<file path="config.mk">
export PLATFORM = sky130hd
export DESIGN_NAME = alu_issue
export DESIGN_NICKNAME = d
export VERILOG_FILES = /design/src/rtl/alu_issue.sv
export SDC_FILE = /design/constraint.sdc
export NUM_CORES = 1
export LEC_CHECK = 0
export CELL_PAD_IN_SITES_DETAIL_PLACEMENT = 0
export CELL_PAD_IN_SITES_GLOBAL_PLACEMENT = 1
export CORE_ASPECT_RATIO = 0.6
export CORE_MARGIN = 2
export CORE_UTILIZATION = 40
export DETAILED_ROUTE_END_ITERATION = 8
export DONT_BUFFER_PORTS = 1
export PLACE_DENSITY = 0.7
export SLEW_MARGIN = 20
export SYNTH_ARGS = -nofsm -noshare
export SYNTH_HDL_FRONTEND = slang
export SYNTH_SLANG_ARGS = --single-unit
</file>
<file path="constraint.sdc">
create_clock -name clk -period 5.5 [get_ports clk]
set_input_delay 1.1 -clock clk [delete_from_list [all_inputs] [get_ports clk]]
set_output_delay 1.1 -clock clk [all_outputs]
set_load 0.01 [all_outputs]
</file>
<file path="src/rtl/alu_issue.sv">
// -----------------------------------------------------------------------------
// alu_issue
//   Initiator-side sequencer for the ALU. Accepts operations from the execute
//   stage (valid/ready), drives the ALU request port, captures the registered
//   ALU result one cycle after issue and returns it, with its tag, over a
//   second valid/ready handshake. Results always leave in accept order.
//
//   Build option:
//     ALU_ISSUE_PIPE_EN undefined : 4-state FSM, one operation outstanding,
//                                   DEPTH is ignored.
//     ALU_ISSUE_PIPE_EN defined   : issue/wait valid-bit pipeline feeding a
//                                   DEPTH-entry result FIFO, credit-based
//                                   in_ready, one operation per cycle.
//
//   Ports:
//     clk, reset            clock, asynchronous active-high reset
//     in_valid/in_ready     upstream handshake
//     in_op/lhs/rhs/tag     operation, operands and opaque tag
//     alu_req/op/lhs/rhs    ALU request (operands hold when alu_req=0)
//     alu_res               ALU registered result, valid the cycle after alu_req
//     out_valid/out_ready   downstream handshake
//     out_res/out_tag       result and its tag
// -----------------------------------------------------------------------------
module alu_issue #(
  parameter int TAG_W = 4,
  parameter int DEPTH = 4
) (
  input  logic             clk,
  input  logic             reset,
  input  logic             in_valid,
  output logic             in_ready,
  input  logic [4:0]       in_op,
  input  logic [31:0]      in_lhs,
  input  logic [31:0]      in_rhs,
  input  logic [TAG_W-1:0] in_tag,
  output logic             alu_req,
  output logic [4:0]       alu_op,
  output logic [31:0]      alu_lhs,
  output logic [31:0]      alu_rhs,
  input  logic [31:0]      alu_res,
  output logic             out_valid,
  input  logic             out_ready,
  output logic [31:0]      out_res,
  output logic [TAG_W-1:0] out_tag
);

  if (DEPTH < 4 || (DEPTH & (DEPTH - 1)) != 0) begin : g_depth_check
    $error("alu_issue: DEPTH must be a power of two and at least 4");
  end

  logic                w_accept;
  logic                r_rst_q;
  logic                r_vld_p1;
  logic [4:0]          r_op_p1;
  logic [31:0]         r_lhs_p1;
  logic [31:0]         r_rhs_p1;
  logic [TAG_W-1:0]    r_tag_p1;
  logic                r_vld_p2;
  logic [TAG_W-1:0]    r_tag_p2;

  assign w_accept = in_valid & in_ready;

  // Holds in_ready low until the first edge after reset release.
  always_ff @(posedge clk or posedge reset) begin
    if (reset) r_rst_q <= 1'b1;
    else       r_rst_q <= 1'b0;
  end

  // ---- p1: issue stage, operands drive the ALU ----
  always_ff @(posedge clk or posedge reset) begin
    if (reset) begin
      r_vld_p1 <= 1'b0;
      r_op_p1  <= '0;
      r_lhs_p1 <= '0;
      r_rhs_p1 <= '0;
      r_tag_p1 <= '0;
    end else begin
      r_vld_p1 <= w_accept;
      if (w_accept) begin
        r_op_p1  <= in_op;
        r_lhs_p1 <= in_lhs;
        r_rhs_p1 <= in_rhs;
        r_tag_p1 <= in_tag;
      end
    end
  end

  assign alu_req = r_vld_p1;
  assign alu_op  = r_op_p1;
  assign alu_lhs = r_lhs_p1;
  assign alu_rhs = r_rhs_p1;

  // ---- p2: wait stage, ALU result arrives this cycle ----
  always_ff @(posedge clk or posedge reset) begin
    if (reset) begin
      r_vld_p2 <= 1'b0;
      r_tag_p2 <= '0;
    end else begin
      r_vld_p2 <= r_vld_p1;
      if (r_vld_p1) r_tag_p2 <= r_tag_p1;
    end
  end

`ifdef ALU_ISSUE_PIPE_EN

  localparam int PTR_W = $clog2(DEPTH);
  localparam int OCC_W = PTR_W + 2;
  localparam logic [PTR_W-1:0] PTR_ONE = PTR_W'(1);
  localparam logic [PTR_W:0]   CNT_ONE = (PTR_W + 1)'(1);

  logic [31:0]      r_fifo_res [DEPTH];
  logic [TAG_W-1:0] r_fifo_tag [DEPTH];
  logic [PTR_W-1:0] r_wr_ptr;
  logic [PTR_W-1:0] r_rd_ptr;
  logic [PTR_W:0]   r_count;
  logic [PTR_W:0]   w_count_nxt;
  logic             r_out_valid;
  logic             w_push;
  logic             w_pop;
  logic [OCC_W-1:0] w_occ;

  assign w_push = r_vld_p2;
  assign w_pop  = r_out_valid & out_ready;

  // Credits count every op already in flight, so a push can never find the
  // FIFO full. A pop frees its slot only once r_count has updated.
  assign w_occ    = OCC_W'(r_vld_p1) + OCC_W'(r_vld_p2) + OCC_W'(r_count);
  assign in_ready = ~r_rst_q & (w_occ < OCC_W'(DEPTH));

  always_comb begin
    w_count_nxt = r_count;
    if (w_push && !w_pop)      w_count_nxt = r_count + CNT_ONE;
    else if (!w_push && w_pop) w_count_nxt = r_count - CNT_ONE;
  end

  // ---- p3: result FIFO, head drives the output ----
  always_ff @(posedge clk or posedge reset) begin
    if (reset) begin
      r_wr_ptr    <= '0;
      r_rd_ptr    <= '0;
      r_count     <= '0;
      r_out_valid <= 1'b0;
      for (int i = 0; i < DEPTH; i++) begin
        r_fifo_res[i] <= '0;
        r_fifo_tag[i] <= '0;
      end
    end else begin
      if (w_push) begin
        r_fifo_res[r_wr_ptr] <= alu_res;
        r_fifo_tag[r_wr_ptr] <= r_tag_p2;
        r_wr_ptr             <= r_wr_ptr + PTR_ONE;
      end
      if (w_pop) r_rd_ptr <= r_rd_ptr + PTR_ONE;
      r_count     <= w_count_nxt;
      r_out_valid <= (w_count_nxt != '0);
    end
  end

  assign out_valid = r_out_valid;
  assign out_res   = r_fifo_res[r_rd_ptr];
  assign out_tag   = r_fifo_tag[r_rd_ptr];

`else

  typedef enum logic [1:0] {
    S_IDLE,
    S_ISSUE,
    S_WAIT,
    S_DONE
  } state_t;

  state_t           r_state;
  state_t           w_state_nxt;
  logic             w_capture;
  logic             w_pop;
  logic             r_out_valid;
  logic [31:0]      r_out_res;
  logic [TAG_W-1:0] r_out_tag;

  // Only IDLE accepts, so a DONE handshake and a new accept never coincide.
  assign in_ready = ~r_rst_q & (r_state == S_IDLE);

  always_ff @(posedge clk or posedge reset) begin
    if (reset) r_state <= S_IDLE;
    else       r_state <= w_state_nxt;
  end

  always_comb begin
    w_state_nxt = r_state;
    w_capture   = 1'b0;
    w_pop       = 1'b0;
    case (r_state)
      S_IDLE:  if (w_accept) w_state_nxt = S_ISSUE;
      S_ISSUE: w_state_nxt = S_WAIT;
      S_WAIT: begin
        w_capture   = r_vld_p2;
        w_state_nxt = S_DONE;
      end
      S_DONE: begin
        if (out_ready) begin
          w_pop       = 1'b1;
          w_state_nxt = S_IDLE;
        end
      end
      default: w_state_nxt = S_IDLE;
    endcase
  end

  // ---- p3: result register ----
  always_ff @(posedge clk or posedge reset) begin
    if (reset) begin
      r_out_valid <= 1'b0;
      r_out_res   <= '0;
      r_out_tag   <= '0;
    end else if (w_capture) begin
      r_out_valid <= 1'b1;
      r_out_res   <= alu_res;
      r_out_tag   <= r_tag_p2;
    end else if (w_pop) begin
      r_out_valid <= 1'b0;
    end
  end

  assign out_valid = r_out_valid;
  assign out_res   = r_out_res;
  assign out_tag   = r_out_tag;

`endif

endmodule

</file>
==> metrics.yaml <==
run_status:
  outcome: "complete, no violations"
setup_path:
  endpoint_kind: "register"
  regToRegEndpoint: "alu_rhs[31]"
  required_ns: 5.78
  cp.arrival_ns: 2.76
  reg2reg_slack_ns: 3.02
  r2r_start: "r_state[0]"
  cp_num_cells: 6
  worstPathCellList: "inv_1 -> ha_1 -> nor2b_4 -> nand2_4 -> buf_4 -> mux2_2"
  critPathLaunchType: "register"
  critical_path_class: "register to register"
  cp-startpoint: "r_state[0]"
  critical_path.max_fanout: 43
  slowest_stage: "buf_4"
  max_stage_delay_ns: 0.59
  path_buf_inv: 2
  cpLargestDelayFamily: "simple AND/OR/NAND/NOR gates"
  endpoint: "alu_rhs[31]"
  reg2reg_depth: 6
layout:
  area.growth.synth_to_final_pct: 15.5
  antenna_cells: 0
  drive_above_1_share_pct: 53.0
  final_cells: 445
  nets: 384
clock_network:
  ctsResizeCount: 0
  cts_inserted_buffers: 17
  h-tree-depth: 4
  post_cts_buffers: 0
  clkLatencyLatePin_ns: 0.40
  cts_sinks: 119
  cts_root_buf: "clkbuf_16"
  cts_tree: "done"
  hold_buffers: 0
  cts_buffer_depth: 2
  clk_pin_slew_ns: 0.05
yosys:
  yosysUniqueCellTypes: 15
  syn_nets: 374
  yosys-top-cells-area: "dfrtp_1, mux2_4, mux2_2"
  syn_inst: 262
  netlist.area_leader.share_pct: 62.8
  yosys_warnings: 0
  yosysTopAreaCell: "dfrtp_1"
  syn_area_mm2: 0.00470
  avgSynthCellArea_um2: 17.9
  yosysSeqAreaShare_pct: 63.4
  ys_ff_latch: 119
pwr:
  ir_drop_v: 0.000249
  internal_power_mw: 2.55
  seq_power_share_pct: 50.2
  p_leak_nw: 2.59
  clkPwrFrac_pct: 30.3
  power_switching_mw: 1.09
  p_comb_share_pct: 19.5
  total_power_mw: 3.64
  p_per_area_mw_per_mm2: 671
  netSwitchingFraction_pct: 29.9
place:
  dpl.hpwl_mm: 6.15
  preCtsSetupSlack_ns: 2.70
  numPlacedInstances: 413
  place_congestion: 0.677
  portBuffers: 0
hold_path:
  worstHoldPathType: "register to register"
  hold-path-cell-count: 1
timing:
  final_min_period_over_clock_period_pct: 45.0
  post-route-worst-setup-slack_ns: 3.02
  fin_hold_ws_ns: 0.509
  worst_slew_pin_slew_ns: 0.963
  fin_worst_skew_ns: 0.00807
  maxSlewViolCount: 0
  slew_headroom_pct: 35.8
  setup_viol: 0
  tns_ns: 0
  min_period_ns: 2.48
  rsz0062_at_grt: "no"
  hold_viol_final: 0
  fmax_mhz: 404
routing:
  ant_nets: 0
  wl_per_cell_um: 19.7
  drt-met1-wl_mm: 3.32
  drt-initial-drc-count: 71
  vias: 2209
  drc: 0
  top_layer: "met4"
  dr.pass1.iters: 4
  wl_met2_mm: 4.15
  met3_length_mm: 1.20
  via_per_inst: 4.96
  routed_wl_mm: 8.77
grt:
  overflow: 0
  first_global_vias: 2305
  grt_max_degree: 82
  grt_pass1_wl_mm: 12.6
  track_usage_pct: 13.7
  antenna_found_initial: 0
floorplanning:
  pin_count: 217
  start_util_pct: 41.3
  die_area_mm2: 0.0127
  die_w_um: 144
  placementRows: 30
  die_h_um: 88.0
  core-area_mm2: 0.0114
run:
  max_cap_violations: 0
-- cell type report --
cell class	instances	area, µm²
Clock buffer	20	447
Clock inverter	12	153
Fill cell	968	5950
Inverter	4	17.5
Multi-Input combinational cell	128	1620
Sequential cell	119	2980
Tap cell	160	200
Timing Repair Buffer	2	15.0
-- sequential cells by signal, summed over array words and instances, names as in the netlist, 2 cells and up --
signal,flops
r_state,2
alu_op,5
out_res,32
out_tag,4
r_tag_p2,4
alu_rhs,32
alu_lhs,32
r_tag_p1,4
-- stage by stage --
step           instance area (µm²)  utilization [%]
4_1_cts                       5430             47.7
3_5_place_dp                  4830             42.5
3_3_place_gp                  4830             42.5
6_report                      5430             47.7
2_1_floorplan                 4700                -
5_1_grt                       5430             47.7
-- cells in the mapped netlist --
cell type / number
dfrtp_1: 118
mux2_4: 59
mux2_2: 55
buf_6: 7
nand2_1: 5
buf_2: 4
inv_1: 4
ha_1: 3
a21oi_1: 1
conb_1: 1
dfstp_2: 1
nand2b_1: 1
nor2b_1: 1
nor2b_4: 1
o32a_1: 1
-- cell usage in the layout (no fill, tap or decap) --
master / n
dfrtp_1: 118
mux2_4: 59
mux2_2: 55
clkbuf_16: 17
clkinvlp_4: 4
inv_1: 3
nand2_1: 3
ha_1: 3
clkinv_2: 3
bufinv_16: 3
clkbuf_1: 2
clkinv_4: 2
buf_4: 2
nor2b_4: 1
nand2_4: 1
nor2b_1: 1
nand2b_1: 1
a21oi_1: 1
o32a_1: 1
inv_4: 1
nand2_2: 1
clkbuf_8: 1
dfstp_2: 1
conb_1: 1
-- how the worst min path moves through the flow --
| stage | to | from |
|---|---|---|
| floorplan | r_tag_p1[3] | r_tag_p1[3] |
| global placement | r_tag_p2[3] | r_tag_p1[3] |
| detailed placement | r_tag_p2[0] | r_tag_p2[0] |
| CTS | r_tag_p2[0] | r_tag_p2[0] |
| global route | r_tag_p2[1] | r_tag_p1[1] |
| finish | r_tag_p2[3] | r_tag_p1[3] |
-- cell families (layout without fill, tap and decap cells) --
logic type | after synthesis | in the layout | synth area share [%]
other cells | 1 | 1 | 0.0798
fa+ha+maj | 3 | 3 | 0.799
compound gates | 2 | 2 | 0.319
flops | 119 | 119 | 63.4
mux | 114 | 114 | 32.0
simple gates | 8 | 8 | 0.959
buf+inv | 15 | 38 | 2.42
-- power groups by stage --
stage          logic (mW)  clock network [mW]  registers, mW
5_1_grt             0.772                1.19           1.90
2_1_floorplan       0.664                   0           1.72
6_report            0.711                1.10           1.83
3_3_place_gp        0.690                   0           1.85
3_5_place_dp        0.735                   0           1.84
4_1_cts             0.728                1.14           1.84
-- metal layers --
layer  up-vias  track usage [%]
met5         -                0
met3        10             9.13
met4         0             5.35
met2       148             21.8
met1      1122             14.5
li1        929                -
Power figures use the tool's default switching activity.
